### src/rtl/instr_fetch.sv
`default_nettype none
// ============================================================================
// Module      : instr_fetch
// Description : Instruction fetch stage. Reads the current PC, issues a read
//               to 1-cycle-latency synchronous instruction memory, captures
//               the returned word into an instruction register and hands it
//               to the decoder over a valid/ready handshake. Drives the PC
//               register's increment and load controls for sequential
//               advance and branch redirection.
// Revision    : 1.0 - initial release
// ============================================================================
module instr_fetch #(
    parameter int ADDR_W = 8,
    parameter int DATA_W = 16,
    parameter int PC_W   = 16
) (
    input  logic              clk,
    input  logic              reset,
    input  logic              start,
    input  logic              halt,
    input  logic [PC_W-1:0]   pc_in,
    output logic              pc_inc,
    output logic              pc_load,
    output logic [PC_W-1:0]   pc_load_value,
    output logic              imem_rd_en,
    output logic [ADDR_W-1:0] imem_addr,
    input  logic [DATA_W-1:0] imem_rd_data,
    input  logic              branch_req,
    input  logic [PC_W-1:0]   branch_target,
    output logic [DATA_W-1:0] ir_out,
    output logic [PC_W-1:0]   ir_pc,
    output logic              ir_valid,
    input  logic              ir_ready,
    output logic [15:0]       fetch_count,
    output logic              busy
);

    // ------------------------------------------------------------------------
    // State encoding
    // ------------------------------------------------------------------------
    localparam logic [2:0] c_st_idle   = 3'd0;
    localparam logic [2:0] c_st_fetch  = 3'd1;
    localparam logic [2:0] c_st_wait   = 3'd2;
    localparam logic [2:0] c_st_hold   = 3'd3;
    localparam logic [2:0] c_st_halted = 3'd4;

    // ------------------------------------------------------------------------
    // State and instruction register
    // ------------------------------------------------------------------------
    logic [2:0]        state_q,       state_d;
    logic [DATA_W-1:0] ir_out_q,      ir_out_d;
    logic [PC_W-1:0]   ir_pc_q,       ir_pc_d;
    logic              ir_valid_q,    ir_valid_d;
    logic [15:0]       fetch_count_q, fetch_count_d;

    // Combinational helpers
    logic              w_active;
    logic              w_branch;
    logic              w_rd_en;
    logic              w_handshake;

    // Only the low ADDR_W bits of the PC address memory; the upper bits are
    // deliberately left unconnected here.
    generate
        if (PC_W > ADDR_W) begin : g_pc_hi
            logic w_unused_pc_hi;
            assign w_unused_pc_hi = ^pc_in[PC_W-1:ADDR_W];
        end
    endgenerate

    // Branches only matter while the pipeline is live; IDLE/HALTED ignore them.
    always_comb begin
        w_active    = (state_q == c_st_fetch) ||
                      (state_q == c_st_wait)  ||
                      (state_q == c_st_hold);
        w_branch    = w_active && branch_req;
        w_rd_en     = (state_q == c_st_fetch) && !branch_req;
        w_handshake = (state_q == c_st_hold) && ir_ready && !branch_req;
    end

    // PC control and memory interface; idle values are zero so nothing stale
    // leaks onto the buses.
    always_comb begin
        pc_inc        = 1'b0;
        pc_load       = 1'b0;
        pc_load_value = '0;
        imem_rd_en    = 1'b0;
        imem_addr     = '0;

        if (w_branch) begin
            // A redirect owns the PC port exclusively: no increment, no read.
            pc_load       = 1'b1;
            pc_load_value = branch_target;
        end else begin
            // Advance the PC in the cycle the read data returns, so the
            // captured ir_pc is still the pre-increment address.
            pc_inc = (state_q == c_st_wait);
        end

        if (w_rd_en) begin
            imem_rd_en = 1'b1;
            imem_addr  = pc_in[ADDR_W-1:0];
        end
    end

    // Next-state, instruction register capture and handshake accounting.
    always_comb begin
        state_d       = state_q;
        ir_out_d      = ir_out_q;
        ir_pc_d       = ir_pc_q;
        ir_valid_d    = ir_valid_q;
        fetch_count_d = fetch_count_q;

        case (state_q)
            c_st_idle: begin
                ir_valid_d = 1'b0;
                if (start) begin
                    state_d = halt ? c_st_halted : c_st_fetch;
                end
            end

            c_st_fetch: begin
                // Branch here just re-issues the fetch at the new PC.
                ir_valid_d = 1'b0;
                state_d    = c_st_wait;
                if (branch_req) begin
                    state_d = c_st_fetch;
                end
            end

            c_st_wait: begin
                if (branch_req) begin
                    // Returned word belongs to the wrong path: drop it.
                    ir_valid_d = 1'b0;
                    state_d    = c_st_fetch;
                end else begin
                    ir_out_d   = imem_rd_data;
                    ir_pc_d    = pc_in;
                    ir_valid_d = 1'b1;
                    state_d    = c_st_hold;
                end
            end

            c_st_hold: begin
                if (branch_req) begin
                    // Redirect wins over a simultaneous ready: no handshake.
                    ir_valid_d = 1'b0;
                    state_d    = c_st_fetch;
                end else if (w_handshake) begin
                    ir_valid_d    = 1'b0;
                    fetch_count_d = fetch_count_q + 16'd1;
                    state_d       = halt ? c_st_halted : c_st_fetch;
                end
            end

            c_st_halted: begin
                ir_valid_d = 1'b0;
                if (start && !halt) begin
                    state_d = c_st_fetch;
                end
            end

            default: begin
                ir_valid_d = 1'b0;
                state_d    = c_st_idle;
            end
        endcase
    end

    // Register update; reset discards any in-flight fetch.
    always_ff @(posedge clk) begin
        if (reset) begin
            state_q       <= c_st_idle;
            ir_out_q      <= '0;
            ir_pc_q       <= '0;
            ir_valid_q    <= 1'b0;
            fetch_count_q <= 16'd0;
        end else begin
            state_q       <= state_d;
            ir_out_q      <= ir_out_d;
            ir_pc_q       <= ir_pc_d;
            ir_valid_q    <= ir_valid_d;
            fetch_count_q <= fetch_count_d;
        end
    end

    // Output mapping.
    always_comb begin
        ir_out      = ir_out_q;
        ir_pc       = ir_pc_q;
        ir_valid    = ir_valid_q;
        fetch_count = fetch_count_q;
        busy        = w_active;
    end

endmodule
`default_nettype wire

### config.mk
export PLATFORM = sky130hd
export DESIGN_NAME = instr_fetch
export DESIGN_NICKNAME = d
export VERILOG_FILES = /design/src/rtl/instr_fetch.sv
export SDC_FILE = /design/constraint.sdc
export NUM_CORES = 1
export LEC_CHECK = 0
export BUFFER_PORTS_ARGS = -buffer_cell sky130_fd_sc_hd__buf_2
export CAP_MARGIN = 20
export CORE_MARGIN = 5
export CORE_UTILIZATION = 46
export DETAILED_ROUTE_END_ITERATION = 10
export GPL_ROUTABILITY_DRIVEN = 0
export GPL_TIMING_DRIVEN = 0
export PLACE_DENSITY_LB_ADDON = 0.25
export SETUP_SLACK_MARGIN = 0.4
export SLEW_MARGIN = 20
export SYNTH_ARGS = -nofsm -noshare
export SYNTH_HDL_FRONTEND = slang
export SYNTH_SLANG_ARGS = --single-unit
### constraint.sdc
create_clock -name clk -period 5.55 [get_ports clk]
set_input_delay 0.555 -clock clk [delete_from_list [all_inputs] [get_ports clk]]
set_output_delay 0.555 -clock clk [all_outputs]
set_load 0.01 [all_outputs]
# After elaboration in Yosys (flattened, before gate mapping)
# Index checks and enable logic that the tools add are counted.
[totals]
output_inout_bits = 77
regBits = 52
elab_cells = 44
[op_classes]
n_eq_ne = 7
n_reduce_logical = 13
mux = 17
bitwise_logic = 1
add_sub_neg = 1
[op_table]
columns = ["operator", "count"]
rows = [
  ["$add A16 B1 Y16 const B", 1],
  ["$mux W16", 1],
  ["$mux W3", 5],
  ["$pmux W3 S5", 1],
  ["$mux W8", 1],
  ["$eq A3 B2 Y1 const B", 2],
  ["$mux W1", 6],
  ["$reduce_and A3 Y1", 2],
  ["$logic_and A1 B1 Y1", 5],
  ["$mux W2", 2],
  ["$ne A2 B2 Y1 const B", 2],
  ["$eq A3 B1 Y1 const B", 1],
  ["$eq A3 B3 Y1 const B", 1],
  ["$logic_not A3 Y1", 1],
  ["$ne A3 B3 Y1 const B", 1],
  ["$logic_not A1 Y1", 2],
  ["$logic_or A1 B1 Y1", 2],
  ["$pmux W1 S2", 1],
  ["$reduce_and A2 Y1", 1],
  ["$not A1 Y1", 1],
]

# Logic depth before layout (Yosys ltp)
[logic_depth]
word_depth = 6
mapped_depth = 7
depth_no_buf = 5

# Worst setup path before layout
# No wires, ideal clock.
[synth_path]
path_kind = "input port to output port"
startpoint = "input port branch_req"
endpoint = "output port pc_inc"
path_slack_ns = 3.322
arrival_ns = 1.673
stages = 5
cell_sequence = "or3b_4 or2_2 clkbuf_1 inv_1 buf_2"
[synth_via]
elab_chain_cells = 2
[synth_lines]
columns = ["item", "line", "rtl"]
rows = [
  ["start: declaration", "28", "input logic branch_req,"],
  ["$logic_and A1 B1 Y1", "76", "w_branch = w_active && branch_req;"],
  ["$mux W1", "90", "if (w_branch) begin"],
  ["end: declaration", "22", "output logic pc_inc,"],
]
# No other way between the ends.

# Worst setup path in the final report
[layout_path]
startpoint = "register state_q[1]"
endpoint = "output port pc_inc"
[layout_via]
elab_chain_cells = 5
elab_cells_between_ends = 7
cone_classes = "eq/ne (3); mux (1); reduce/logical (3)"
[layout_lines]
columns = ["item", "line", "rtl"]
rows = [
  ["start: declaration", "50", "logic [2:0] state_q, state_d;"],
  ["start signal: assignment", "173", "state_q <= c_st_idle;"],
  ["start signal: assignment", "179", "state_q <= state_d;"],
  ["$eq A3 B1 Y1 / $eq A3 B2 Y1 (equally long branches)", "73, 74, 97", ""],
  ["$logic_or A1 B1 Y1", "73", "w_active = (state_q == c_st_fetch) ||"],
  ["$logic_or A1 B1 Y1", "74", "(state_q == c_st_wait) ||"],
  ["$logic_and A1 B1 Y1", "76", ""],
  ["$mux W1 *", "90", ""],
]
# Every way passes the cells marked *; elsewhere a longest branch is shown, timed or not.

==> out/metrics.yaml <==
place_area_um2: 2920
critPathArrivalTime_ns: 2.18
critical_path_buf_inv_count: 4
p_clk_share_pct: 36.3
cts_buffer_depth: 2
drtIter0Drc: 82
switching_power_mw: 0.157
power.leakage_nw: 1.46
drive_above_1_share_pct: 34.2
grt_pass1_wl_um: 9760
nets: 469
period_needed_ns: 2.74
rows: 25
syn_to_final_growth_pct: 37.6
p_int_mw: 0.540
finalHoldViolCount: 0
layout_common_cells: "130 x buf_2, 72 x nand2_1, 52 x dfxtp_1"
period_share_pct: 49.4
ant_nets: 0
synthXorXnorAreaFrac_pct: 3.18
synth-edff-count: 0
combinationalPowerShare_pct: 9.2
coreArea_um2: 4690
yosysWarnings: 0
syn_area_um2: 2200
cts_tree: "built"
power_density_nw_per_um2: 230
drt-total-wl_um: 6200
worst_setup_path_start_kind: "register"
viasPerCell: 5.06
seq_area_frac_synth_pct: 47.3
regToRegStartpoint: "fetch_count[0]$_SDFFE_PP0P_"
design_area_um2: 3030
ys_async_sr_fraction_pct: 0
fill_cells: 463
ios: 131
peakVddDrop_mv: 0.161
cts.clk_slew.worst_paths_ns: 0.10
grt_pass1_vias: 2210
grt_util_all_layers_pct: 19.0
dp_hpwl_um: 4770
critPathMaxStageDelay_ns: 0.44
critPathSlowestCell: "dfxtp_1"
drc: 0
wl_per_cell_um: 13.2
antenna_found_initial: 0
whs_ns: 0.456
setup_viol: 0
die_x_um: 79.2
tightestPinTransition_ns: 0.663
drv_slew: 0
min_from: "ir_pc[12]$_SDFFE_PP0P_"
max_slew_margin_pct: 55.2
fmax_mhz: 365
path_class: "register to output pin"
grt-ovfl-total: 0
crit_path_end_kind: "output pin"
hold_class: "register to register"
seqPwrFrac_pct: 54.5
synth-simple-area-share_pct: 30.9
outcome: "finished, final reports clean"
cp_common_cell: "buf_2"
via_count: 2372
htree_num_levels: 2
synthAdderAreaFrac_pct: 0.568
synthMuxAreaShare_pct: 0
dieArea_um2: 6270
final_common_cell: "buf_2"
final.setup.tns_ns: 0
crit_required_ns: 4.99
postCtsSetupBuffers: 0
syn-num-nets: 333
grt_max_degree: 16
cts.repair.resized: 0
swShare_pct: 22.5
synth_top_family_by_area: "simple AND/OR/NAND/NOR gates"
synth.distinct_cells: 34
crit_chain: "or3b_4, or2_2, clkbuf_1, inv_1, buf_2, buf_2"
maxCapViolCount: 0
crit_family: "buffers and inverters"
die_height_um: 79.2
synth_ff_type: "dfxtp_1"
synthCells: 278
clock_latency_ns: 0.29
antennaDiodeCount: 0
cp-startpoint: "state_q[1]$_SDFFE_PP0P_"
numCtsBuffers: 5
first_pass_iters: 4
rsz0062_at_grt: "no"
cts_root_buf: "clkbuf_8"
clkSinkCount: 52
start_util_pct: 46.9
skew_ns: 0.00743
cts_hold_buf: 0
path_max_fanout: 10
io_buffer_count: 129
syn_area_per_cell_um2: 7.92
synth_seq_cells: 52
synth_compound_area_share_pct: 13.8
==> power by group through the flow <==
stage / combinational, mW / sequential, mW / clock (mW)
after floorplan: 0.0287 / 0.389 / 0
after global placement: 0.0634 / 0.387 / 0
after detailed placement: 0.0643 / 0.388 / 0
after CTS: 0.0646 / 0.379 / 0.259
after global routing: 0.0722 / 0.380 / 0.275
final: 0.0644 / 0.379 / 0.253
==> registers in the layout (all words and copies together) (netlist names) <==
name / flops
fetch_count: 16
ir_out: 16
ir_pc: 16
state_q: 3
ir_valid: 1
==> cell families (layout without fill, tap and decap cells) <==
| group | after synthesis | in the layout |
|---|---|---|
| flops | 52 | 52 |
| xor+xnor | 8 | 8 |
| compound gates | 54 | 54 |
| buf+inv | 23 | 160 |
| fa+ha+maj | 1 | 1 |
| simple gates | 140 | 140 |
==> final timing paths <==
check | end | slack, ns | depth (start not counted)
setup / recovery | pc_inc | 2.81 | 6
hold / removal | ir_pc[12]$_SDFFE_PP0P_ | 0.46 | 2
setup reg to reg | fetch_count[14]$_SDFFE_PP0P_ | 3.27 | 5
hold reg to reg | ir_pc[12]$_SDFFE_PP0P_ | 0.46 | 2
==> layout make-up <==
type | count | area, µm² | area share, %
flip-flops and latches | 52 | 1040 | 34.4
clock buffers | 6 | 72.6 | 2.40
plain buffers | 20 | 83.8 | 2.77
clock inverters | 2 | 35.0 | 1.16
well taps | 54 | 67.6 | 2.23
multi-input cells | 203 | 1070 | 35.4
repair buffers | 129 | 646 | 21.3
inverters | 3 | 11.3 | 0.372
==> cell usage after synthesis, drive strengths merged (2+ instances only) <==
cell | instances | share of area, %
nand2 | 72 | 12
dfxtp | 52 | 47
and3 | 19 | 5.5
and2 | 9 | 2.6
xor2 | 6 | 2.4
xnor2 | 2 | 0.80
nor4b | 3 | 1.2
a21oi | 41 | 9.3
nor2 | 13 | 2.2
buf | 4 | 1.1
nand3 | 8 | 1.8
or3 | 3 | 0.85
inv | 3 | 0.51
clkbuf | 16 | 2.7
o21ai | 2 | 0.45
o31ai | 5 | 1.7
or4 | 5 | 1.7
nand4 | 2 | 0.57
==> worst reg2reg max path, delay by kind of cell, from the launching register on <==
kind,cells,cell delay [ns]
and+or+nand+nor,3,1.44
DFF,1,0.41
adders and majority gates,1,0.19
AOI/OAI and AO/OA,1,0.17
==> metal layers <==
metal	part of all wire (%)	global-route usage, %
met2	50	35.2
met5	0	0
met4	0.69	5.15
met1	40	20.9
met3	9.0	5.90
==> through the flow <==
stage | instances | setup WS (ns) | total power, mW | util (%)
after global routing | 469 | 2.61 | 0.727 | 64.6
after detailed placement | 461 | 2.89 | 0.452 | 62.1
after floorplan | 278 | 3.32 | 0.417 | -
after global placement | 461 | 2.89 | 0.451 | 62.1
after CTS | 469 | 2.78 | 0.702 | 64.4
final | 469 | 2.81 | 0.696 | 64.6
No activity file was read; power rests on OpenSTA's default activity.
